<file path="src/rtl/parking_controller_pkg.sv">
// Shared defaults and FSM state encoding for the car-park entry/exit controller.
package parking_controller_pkg;

  localparam int DEF_NUM_SLOTS    = 8;
  localparam int DEF_SLOT_W       = 3;
  localparam int DEF_GATE_TIMEOUT = 16;

  typedef enum logic [1:0] {
    ST_IDLE  = 2'd0,
    ST_GRANT = 2'd1,
    ST_OPEN  = 2'd2
  } state_t;

endpackage

</file>
<file path="src/rtl/parking_controller_slot_finder.sv">
// Lowest-zero priority encoder over the occupancy bitmap.
module parking_controller_slot_finder
  import parking_controller_pkg::*;
#(
  parameter int NUM_SLOTS = DEF_NUM_SLOTS,
  parameter int SLOT_W    = DEF_SLOT_W
) (
  input  logic [NUM_SLOTS-1:0] bitmap,
  output logic                 found,
  output logic [SLOT_W-1:0]    index
);

  // Scanning from the top lets the lowest free slot overwrite any higher one.
  always_comb begin
    found = 1'b0;
    index = '0;
    for (int i = NUM_SLOTS - 1; i >= 0; i--) begin
      if (!bitmap[i]) begin
        found = 1'b1;
        index = SLOT_W'(i);
      end
    end
  end

endmodule

</file>
<file path="src/rtl/parking_controller.sv">
// Car-park entry/exit controller: owns the occupancy bitmap, grants the lowest free slot,
// runs the entry gate with a reservation timeout and frees slots on exit.
//
//   state    | meaning
//   ST_IDLE  | gate closed, waiting for entry_req
//   ST_GRANT | slot reserved, park_number valid, gate opens on leaving
//   ST_OPEN  | gate open, waiting for car_passed or timeout
module parking_controller
  import parking_controller_pkg::*;
#(
  parameter int NUM_SLOTS    = DEF_NUM_SLOTS,
  parameter int SLOT_W       = DEF_SLOT_W,
  parameter int GATE_TIMEOUT = DEF_GATE_TIMEOUT
) (
  input  logic                 clk,
  input  logic                 reset,
  input  logic                 entry_req,
  input  logic                 car_passed,
  input  logic                 exit_req,
  input  logic [SLOT_W-1:0]    exit_slot,
  output logic [NUM_SLOTS-1:0] parking_capacity,
  output logic [SLOT_W-1:0]    park_number,
  output logic                 park_valid,
  output logic                 gate_open,
  output logic                 full,
  output logic [SLOT_W:0]      free_count,
  output logic                 entry_reject,
  output logic                 exit_err
);

  localparam int TIMER_W = $clog2(GATE_TIMEOUT + 1);

  state_t               state, state_n;
  logic [TIMER_W-1:0]   timer, timer_n;
  logic [NUM_SLOTS-1:0] cap_set, cap_clr, cap_n;
  logic [SLOT_W-1:0]    park_number_n;
  logic                 park_valid_n, gate_open_n;
  logic                 entry_reject_n, exit_err_n;
  logic [SLOT_W:0]      free_n;
  logic                 exit_ok;
  logic                 free_found;
  logic [SLOT_W-1:0]    free_idx;

  parking_controller_slot_finder #(
    .NUM_SLOTS (NUM_SLOTS),
    .SLOT_W    (SLOT_W)
  ) u_slot_finder (
    .bitmap (parking_capacity),
    .found  (free_found),
    .index  (free_idx)
  );

  always_ff @(posedge clk) begin
    if (reset) begin
      state            <= ST_IDLE;
      timer            <= '0;
      parking_capacity <= '0;
      park_number      <= '0;
      park_valid       <= 1'b0;
      gate_open        <= 1'b0;
      full             <= 1'b0;
      free_count       <= (SLOT_W + 1)'(NUM_SLOTS);
      entry_reject     <= 1'b0;
      exit_err         <= 1'b0;
    end else begin
      state            <= state_n;
      timer            <= timer_n;
      parking_capacity <= cap_n;
      park_number      <= park_number_n;
      park_valid       <= park_valid_n;
      gate_open        <= gate_open_n;
      full             <= (free_n == '0);
      free_count       <= free_n;
      entry_reject     <= entry_reject_n;
      exit_err         <= exit_err_n;
    end
  end

  always_comb begin
    state_n        = state;
    timer_n        = timer;
    cap_set        = '0;
    cap_clr        = '0;
    park_number_n  = park_number;
    park_valid_n   = park_valid;
    gate_open_n    = gate_open;
    entry_reject_n = 1'b0;
    exit_err_n     = 1'b0;

    // The slot held by an entering car cannot be vacated until the car is parked.
    exit_ok = (int'(exit_slot) < NUM_SLOTS) && parking_capacity[exit_slot] &&
              !((state != ST_IDLE) && (exit_slot == park_number));
    if (exit_req) begin
      if (exit_ok) cap_clr[exit_slot] = 1'b1;
      else         exit_err_n = 1'b1;
    end

    case (state)
      ST_IDLE: begin
        if (entry_req) begin
          if (free_found) begin
            cap_set[free_idx] = 1'b1;
            park_number_n     = free_idx;
            park_valid_n      = 1'b1;
            state_n           = ST_GRANT;
          end else begin
            entry_reject_n = 1'b1;
          end
        end
      end
      ST_GRANT: begin
        gate_open_n = 1'b1;
        timer_n     = '0;
        state_n     = ST_OPEN;
      end
      ST_OPEN: begin
        if (car_passed) begin
          gate_open_n  = 1'b0;
          park_valid_n = 1'b0;
          timer_n      = '0;
          state_n      = ST_IDLE;
        end else if (timer == TIMER_W'(GATE_TIMEOUT - 1)) begin
          cap_clr[park_number] = 1'b1;
          gate_open_n          = 1'b0;
          park_valid_n         = 1'b0;
          timer_n              = '0;
          state_n              = ST_IDLE;
        end else begin
          timer_n = timer + TIMER_W'(1);
        end
      end
      default: begin
        gate_open_n  = 1'b0;
        park_valid_n = 1'b0;
        timer_n      = '0;
        state_n      = ST_IDLE;
      end
    endcase

    cap_n  = (parking_capacity | cap_set) & ~cap_clr;
    free_n = '0;
    for (int i = 0; i < NUM_SLOTS; i++) begin
      free_n = free_n + {{SLOT_W{1'b0}}, ~cap_n[i]};
    end
  end

endmodule

</file>
<file path="config.mk">
export PLATFORM = sky130hd
export DESIGN_NAME = parking_controller
export DESIGN_NICKNAME = d
export VERILOG_FILES = /design/src/rtl/parking_controller_pkg.sv /design/src/rtl/parking_controller_slot_finder.sv /design/src/rtl/parking_controller.sv
export SDC_FILE = /design/constraint.sdc
export NUM_CORES = 1
export LEC_CHECK = 0
export ABC_AREA = 1
export BUFFER_PORTS_ARGS = -buffer_cell sky130_fd_sc_hd__buf_4
export CORE_AREA = 2 2 58 60
export CTS_BUF_LIST = sky130_fd_sc_hd__clkbuf_16
export DETAILED_ROUTE_END_ITERATION = 8
export DIE_AREA = 0 0 60 62
export GPL_ROUTABILITY_DRIVEN = 0
export GPL_TIMING_DRIVEN = 0
export HOLD_SLACK_MARGIN = 0.06
export PLACE_DENSITY = 0.83
export SLEW_MARGIN = 20
export SYNTH_ARGS = -nofsm -noshare
export SYNTH_HDL_FRONTEND = slang
export SYNTH_HIERARCHICAL = 1
export SYNTH_SLANG_ARGS = --single-unit
export TNS_END_PERCENT = 50
</file>
<file path="constraint.sdc">
create_clock -name clk -period 8.5 [get_ports clk]
set_clock_uncertainty 0.1 [all_clocks]
set_input_delay 0.85 -clock clk [delete_from_list [all_inputs] [get_ports clk]]
set_output_delay 0.85 -clock clk [all_outputs]
set_load 0.02 [all_outputs]
</file>
Word level (Yosys, flattened, before mapping)
Cells that the tools add are included.

Flip-flop bits (word level): 27. Bits in latches: 0. Bits in writable memories: 0. Memory bits (read-only): 0. Output and inout port bits: 20. Memories kept: 0.

Add/sub/neg operators: 8. Multiply operators: 0. Divide/modulo/power cells: 0. Magnitude comparators: 6. Equal/unequal tests: 7. Shifts and indexed selects: 0. Muxes and demuxes: 48. Bitwise gates (word level): 16. Reduce and logical (&&, ||, !) cells: 15.

Operators with widths (number): 2-to-1 mux 8 bit (8); 2-to-1 mux 3 bit (8); 2-to-1 mux 1 bit (18); adder 4 x 1 -> 4 bit (4); OR 8 bit (2); < comparator 3 x 4 -> 1 bit (second input constant) (3); NOT 1 bit (12); 2-to-1 mux 5 bit (2); one-hot mux 5 bit (2 select lines) (1); demux 1 bit (select 3 bit) (3); >= comparator 3 x 1 -> 1 bit (second input constant) (3); bitwise AND 8 bit (1); 2-to-1 mux 2 bit (4); NOT 8 bit (1); one-hot mux 1 bit (3 select lines) (2); one-hot mux 2 bit (3 select lines) (1); AND reduction 3 bit (2); adder 5 x 1 -> 5 bit (second input constant) (1); equality test 5 x 4 -> 1 bit (second input constant) (1); logical AND 1 bit (5); adder 3 x 1 -> 4 bit (1); logical NOT 4 bit (1); inequality test 2 bit (second input constant) (2); AND reduction 4 bit (1); other kinds (13) (13).

Logic depth before layout (Yosys ltp)
Depth after elaboration: 26. Depth in mapped cells: 22. Depth with buffers taken out: 22.

Modules after synthesis
Netlist, hierarchy kept.

By module, submodules not included: parking_controller (times used 1, cells each 226, area each 1569.0 um^2); parking_controller_slot_finder (times used 1, cells each 18, area each 78.8 um^2).

Least setup slack after synthesis
OpenSTA, ideal clock, no wires.

Path kind: register to register. Start point: register parking_capacity[6]. End point: register full. Library setup time: 0.092 ns. Data arrival time: 3.877 ns. Data required time: 8.308 ns. Setup slack: 4.432 ns. Stages on the path, launching flop included: 21. Path buffers: 0. Cells stage by stage: dfxtp_1 nand2_1 nand2_1 nand2_1 nand2_1 nand2_1 a21oi_2 nand3_4 nor2_1 nor2_1 nor2_1 nand2_2 fa_1 inv_1 fa_1 inv_1 fa_1 ha_1 fa_1 xor2_1 nor4_1.

Longest elaborated chain between the ends: 25. Elaborated cells between the ends (all ways): 50.

RTL lines: from (decl) (line parking_controller.sv:21) `output logic [NUM_SLOTS-1:0] parking_capacity,`; from (signal assigned) (line parking_controller.sv:68) `parking_capacity <= cap_n;`; 2-to-1 mux 3 bit * (7 in a row) (line parking_controller_slot_finder.sv:18) `if (!bitmap[i]) begin`; via free_idx[0] (line parking_controller.sv:42) `logic [SLOT_W-1:0] free_idx;`; < comparator 3 x 4 -> 1 bit (not written as such) / >= comparator 3 x 1 -> 1 bit (equally long branches) (line parking_controller.sv:102) `cap_set[free_idx] = 1'b1;`; logical AND 1 bit (not written as such) (line parking_controller.sv:102); 2-to-1 mux 1 bit (not written as such) (line parking_controller.sv:102); demux 1 bit (select 3 bit) * (line parking_controller.sv:102); 2-to-1 mux 8 bit * (line parking_controller.sv:101) `if (free_found) begin`; 2-to-1 mux 8 bit * (line parking_controller.sv:100) `if (entry_req) begin`; [2 not listed]; bitwise AND 8 bit * (line parking_controller.sv:140) `cap_n = (parking_capacity | cap_set) & ~cap_clr;`; NOT 1 bit (line parking_controller.sv:143) `free_n = free_n + {{SLOT_W{1'b0}}, ~cap_n[i]};`; adder 1 x 1 -> 2 bit (line parking_controller.sv:143); adder 2 x 1 -> 3 bit (line parking_controller.sv:143); adder 3 x 1 -> 4 bit (line parking_controller.sv:143); adder 4 x 1 -> 4 bit (3 in a row) (line parking_controller.sv:143); adder 4 x 1 -> 4 bit * (line parking_controller.sv:143); logical NOT 4 bit * (line parking_controller.sv:72) `full <= (free_n == '0);`; to (signal assigned) (line parking_controller.sv:72); to (decl) (line parking_controller.sv:25) `output logic full,`.

Mark *: on every way through the listed nets, which the timed path passes. The rest lies on a longest branch. The select of a mux whose other input is x is not followed. A chain may end at the register's enable or synchronous reset.

Worst setup path after layout
Same ends and word-level chain as after synthesis.

==> impl_table.tex <==
\begin{tabular}{lr}
\hline
Metric & Value \\
\hline
\multicolumn{2}{l}{\textbf{Min path}} \\
\quad Worst min-delay path category & reg -> reg \\
\quad Hold path start & park\_valid \\
\quad Sink of the worst hold path & park\_valid \\
\quad Number of cells on the worst hold path & 2 \\
\multicolumn{2}{l}{\textbf{Synth}} \\
\quad Synth cell count leaders & sky130\_fd\_sc\_hd\_\_nor2\_1, sky130\_fd\_sc\_hd\_\_nand2\_1, sky130\_fd\_sc\_hd\_\_inv\_1, sky130\_fd\_sc\_hd\_\_dfxtp\_1, sky130\_fd\_sc\_hd\_\_nand3\_1 \\
\quad Number of library cell types mapped by synthesis & 25 \\
\quad Synth Instances & 244 \\
\quad Biggest area contributors in the synthesized netlist & sky130\_fd\_sc\_hd\_\_dfxtp\_1, sky130\_fd\_sc\_hd\_\_nor2\_1, sky130\_fd\_sc\_hd\_\_nand2\_1 \\
\quad Number of flops mapped to enable cells by yosys & 0 \\
\quad Syn. warnings & 6 \\
\quad Leading area contributor after synthesis & sky130\_fd\_sc\_hd\_\_dfxtp\_1 \\
\quad Average cell area after synthesis & 6.753 um2 \\
\quad Leading cell type by number of instances after synthesis & sky130\_fd\_sc\_hd\_\_nor2\_1 \\
\quad Share of the yosys chip area belonging to registers & 32.80\% \\
\quad Yosys reg bits & 27 \\
\quad Share of the synthesized area in the top cell type & 32.80\% \\
\quad Net count after synthesis & 260 \\
\quad Proportion of synthesized flip-flops having asynchronous set or reset & 0\% \\
\quad Netlist area before placement & 1648 um2 \\
\quad Flip-flop cell with the highest count after synthesis & sky130\_fd\_sc\_hd\_\_dfxtp\_1 \\
\multicolumn{2}{l}{\textbf{Place}} \\
\quad Buffers on Ports & 27 \\
\quad Post-place instance area & 1908 um2 \\
\quad DP Wirelength & 2.878 mm \\
\multicolumn{2}{l}{\textbf{Clock network}} \\
\quad Number of post-CTS setup repair buffers & 0 \\
\quad Clk Latency, worst-skew pair & 0.26 ns \\
\quad CTS Root Cell & sky130\_fd\_sc\_hd\_\_clkbuf\_16 \\
\quad CTS Hold Bufs & 0 \\
\quad TritonCTS Sinks & 27 \\
\quad Number of gates given a new drive strength after cts & 0 \\
\quad Number of H-tree levels & 1 \\
\quad Clock Path Buffers & 2 \\
\quad Clock input transition at the sequential cells of the worst setup and hold paths & 0.07 ns \\
\quad Cts bufs inserted & 3 \\
\quad CTS tree & done \\
\multicolumn{2}{l}{\textbf{Timing}} \\
\quad Final count of pins violating max slew & 0 \\
\quad Slew at the pin closest to its max-slew limit & 0.3817 ns \\
\quad Worst slew slack as a fraction of its limit & 74.55\% \\
\quad RSZ-0062 raised after global routing & false \\
\quad Final worst path period need & 4.349 ns \\
\quad Final period utilization & 51.16\% \\
\quad Post-Route Setup TNS & 0 ns \\
\quad Final hold violations & 0 \\
\quad Highest attainable clock frequency & 230.0 MHz \\
\quad Final setup violation count & 0 \\
\multicolumn{2}{l}{\textbf{Critical path}} \\
\quad Reg-to-Reg Start & parking\_capacity[6] \\
\quad Required time of the critical path & 8.56 ns \\
\quad Highest fanout seen on the critical path & 5 \\
\quad List of cells traversed by the critical path & nand2\_1, nand2\_1, nand2\_1, nand2\_1, nand2\_1, a21oi\_2, nand3\_4, nor2\_1, nor2\_1, nor2\_1, nand2\_2, fa\_1, inv\_1, fa\_1, inv\_1, fa\_1, ha\_1, fa\_1, xor2\_1, nor4\_1 \\
\quad R2R Path End & full \\
\quad Endpoint kind of the worst setup timing path & register \\
\quad Data arrival at the endpoint of the critical path & 4.41 ns \\
\quad Count of buffer and inverter cells on the critical path & 2 \\
\quad Worst-case register-to-register setup slack & 4.15 ns \\
\quad Library cell contributing the largest single delay on the critical path & sky130\_fd\_sc\_hd\_\_fa\_1 \\
\quad Cell family with most CP delay & adder cells \\
\quad Startpoint class of the critical path & register \\
\quad Dominant cell type by count on the critical path & sky130\_fd\_sc\_hd\_\_nand2\_1 \\
\quad Cell depth of the worst flop-to-flop path & 20 \\
\quad Category of the critical setup timing path & reg -> reg \\
\quad CP max stage delay & 0.48 ns \\
\quad Origin of the worst setup path & parking\_capacity[6] \\
\multicolumn{2}{l}{\textbf{Global route}} \\
\quad Remaining global-route overflow & 0 \\
\quad Grt peak-use layer & met2 \\
\quad Pin count of the biggest net entering global routing & 15 \\
\quad GRT Total Usage & 21.80\% \\
\quad Global-route track usage on met3 & 2.899\% \\
\quad Fraction of met1 tracks used by global routing & 28.13\% \\
\quad Global-route met2 utilization & 37.58\% \\
\quad Initial antenna violation count & 0 \\
\quad Number of global-route vias before repair & 1361 \\
\quad First-pass GRT wire length & 6.141 mm \\
\multicolumn{2}{l}{\textbf{Route}} \\
\quad Count of nets left with antenna violations after detail routing & 0 \\
\quad Post-detailed-route wirelength per cell & 11.48 um \\
\quad Via/cell ratio & 5.069 \\
\quad Number of remaining DRC errors & 0 \\
\quad Total Routed Length & 3.684 mm \\
\quad Via count & 1627 \\
\quad First-pass DRT Iterations & 4 \\
\quad Number of design-rule violations left by the first detailed-router iteration & 106 \\
\multicolumn{2}{l}{\textbf{Final layout}} \\
\quad Fraction of final layout cells sized beyond drive strength 1 & 22.18\% \\
\quad Inserted Diodes & 0 \\
\quad Net count of the finished layout & 292 \\
\quad Signed area change from the synthesized netlist to the final layout & 20.58\% \\
\quad Post-layout util & 62.50\% \\
\quad Finished Cell Area & 1987 um2 \\
\multicolumn{2}{l}{\textbf{Floorplan}} \\
\quad Ports & 28 \\
\quad Placeable core area & 3179 um2 \\
\quad Die X-Extent & 60 um \\
\quad Vertical extent of the die & 62 um \\
\quad Floorplan row count & 21 \\
\quad Total die area & 3720 um2 \\
\quad Starting density of the core & 51.83\% \\
\multicolumn{2}{l}{\textbf{Power}} \\
\quad Leakage Power & 0.8522 nW \\
\quad Peak ir drop on the vdd network & 0.0001003 V \\
\quad Pwr dens & 161.7 nW/um2 \\
\multicolumn{2}{l}{\textbf{Job}} \\
\quad Max-capacitance violation count & 0 \\
\multicolumn{2}{l}{\textbf{Run status}} \\
\quad Outcome & finished clean \\
\hline
\end{tabular}
worst max-delay path by stage:
stage	depth (start not counted)	slack, ns	endpoint
after global placement	17	4.13	full
final	20	4.15	full
after CTS	20	4.17	full
after detailed placement	17	4.11	full
after global routing	20	3.92	full
after floorplan	20	4.43	full
layer usage:
metal  vias to the layer above  wire, um  share of wire (%)
li1                        824         -                  -
met1                       743      1604                 44
met2                        52      1809                 49
met3                         8       201                5.5
met4                         0        69                1.9
met5                         -         0                  0
tightest hold or removal path: stages, from the launching register on:
cell and delay [ns]:
sky130_fd_sc_hd__dfxtp_1 0.32, sky130_fd_sc_hd__nand2_1 0.06, sky130_fd_sc_hd__a21oi_1 0.05
registers in the layout, summed over array words and instances, names as in the netlist:
signal / count
timer: 5
exit_err: 1
parking_capacity: 8
entry_reject: 1
park_valid: 1
gate_open: 1
state: 2
park_number: 3
full: 1
free_count: 4
kinds of logic (layout without fill, tap and decap cells):
family / count (synthesis) / count (layout) / synth area share [%]
AO/OA/AOI/OAI: 22 / 22 / 7.366
buffers and inverters: 33 / 64 / 7.669
XOR/XNOR: 2 / 2 / 1.063
AND/OR/NAND/NOR: 152 / 152 / 43.20
flip-flops: 27 / 27 / 32.80
adder cells (fa/ha/maj): 8 / 8 / 7.897
metrics by stage:
| step | hold WS (ns) | std cells | total power, mW | worst slack [ns] |
|---|---|---|---|---|
| global route | 0.3965 | 321 | 0.3397 | 3.917 |
| global placement | 0.3412 | 317 | 0.2172 | 4.129 |
| floorplan | 0.3322 | 244 | 0.1937 | 4.432 |
| detailed placement | 0.3656 | 317 | 0.2181 | 4.107 |
| CTS | 0.3797 | 321 | 0.3229 | 4.174 |
| finish | 0.3819 | 321 | 0.3212 | 4.151 |
layout make-up:
cell class | count | area, um2
clock inverters | 1 | 3.754
multi-input cells | 184 | 980.9
inverters | 31 | 116.4
plain buffers | 2 | 10.01
flip-flops and latches | 27 | 540.5
well taps | 46 | 57.56
repair buffers | 27 | 202.7
fillers | 307 | 1192
clock buffers | 3 | 75.07
where the power goes:
group / switching (mW) / leakage, nW / internal (mW)
Clock: 0.0428 / 0.0423 / 0.0630
Combinational: 0.0459 / 0.590 / 0.0291
Sequential: 0.00574 / 0.220 / 0.135
cells in the final DEF (no fill, tap or decap):
cell type / instances
sky130_fd_sc_hd__nand3_4: 1
sky130_fd_sc_hd__buf_4: 27
sky130_fd_sc_hd__fa_1: 4
sky130_fd_sc_hd__o21ai_2: 1
sky130_fd_sc_hd__clkbuf_16: 3
sky130_fd_sc_hd__inv_1: 29
sky130_fd_sc_hd__a21oi_1: 14
sky130_fd_sc_hd__inv_2: 3
sky130_fd_sc_hd__nor2_1: 55
sky130_fd_sc_hd__nand2_1: 47
sky130_fd_sc_hd__nand4_1: 1
sky130_fd_sc_hd__a21oi_2: 1
sky130_fd_sc_hd__nor2_2: 8
sky130_fd_sc_hd__dfxtp_1: 27
sky130_fd_sc_hd__o21ai_0: 4
sky130_fd_sc_hd__buf_2: 2
sky130_fd_sc_hd__nor3_1: 1
sky130_fd_sc_hd__a211oi_1: 1
sky130_fd_sc_hd__nor2_4: 4
sky130_fd_sc_hd__ha_1: 4
sky130_fd_sc_hd__xor2_1: 2
sky130_fd_sc_hd__nand2_2: 8
sky130_fd_sc_hd__nand2_4: 2
sky130_fd_sc_hd__nor4_1: 2
sky130_fd_sc_hd__a31oi_1: 1
sky130_fd_sc_hd__nand3_1: 22
sky130_fd_sc_hd__nand3_2: 1
Power figures use the tool's default switching activity.
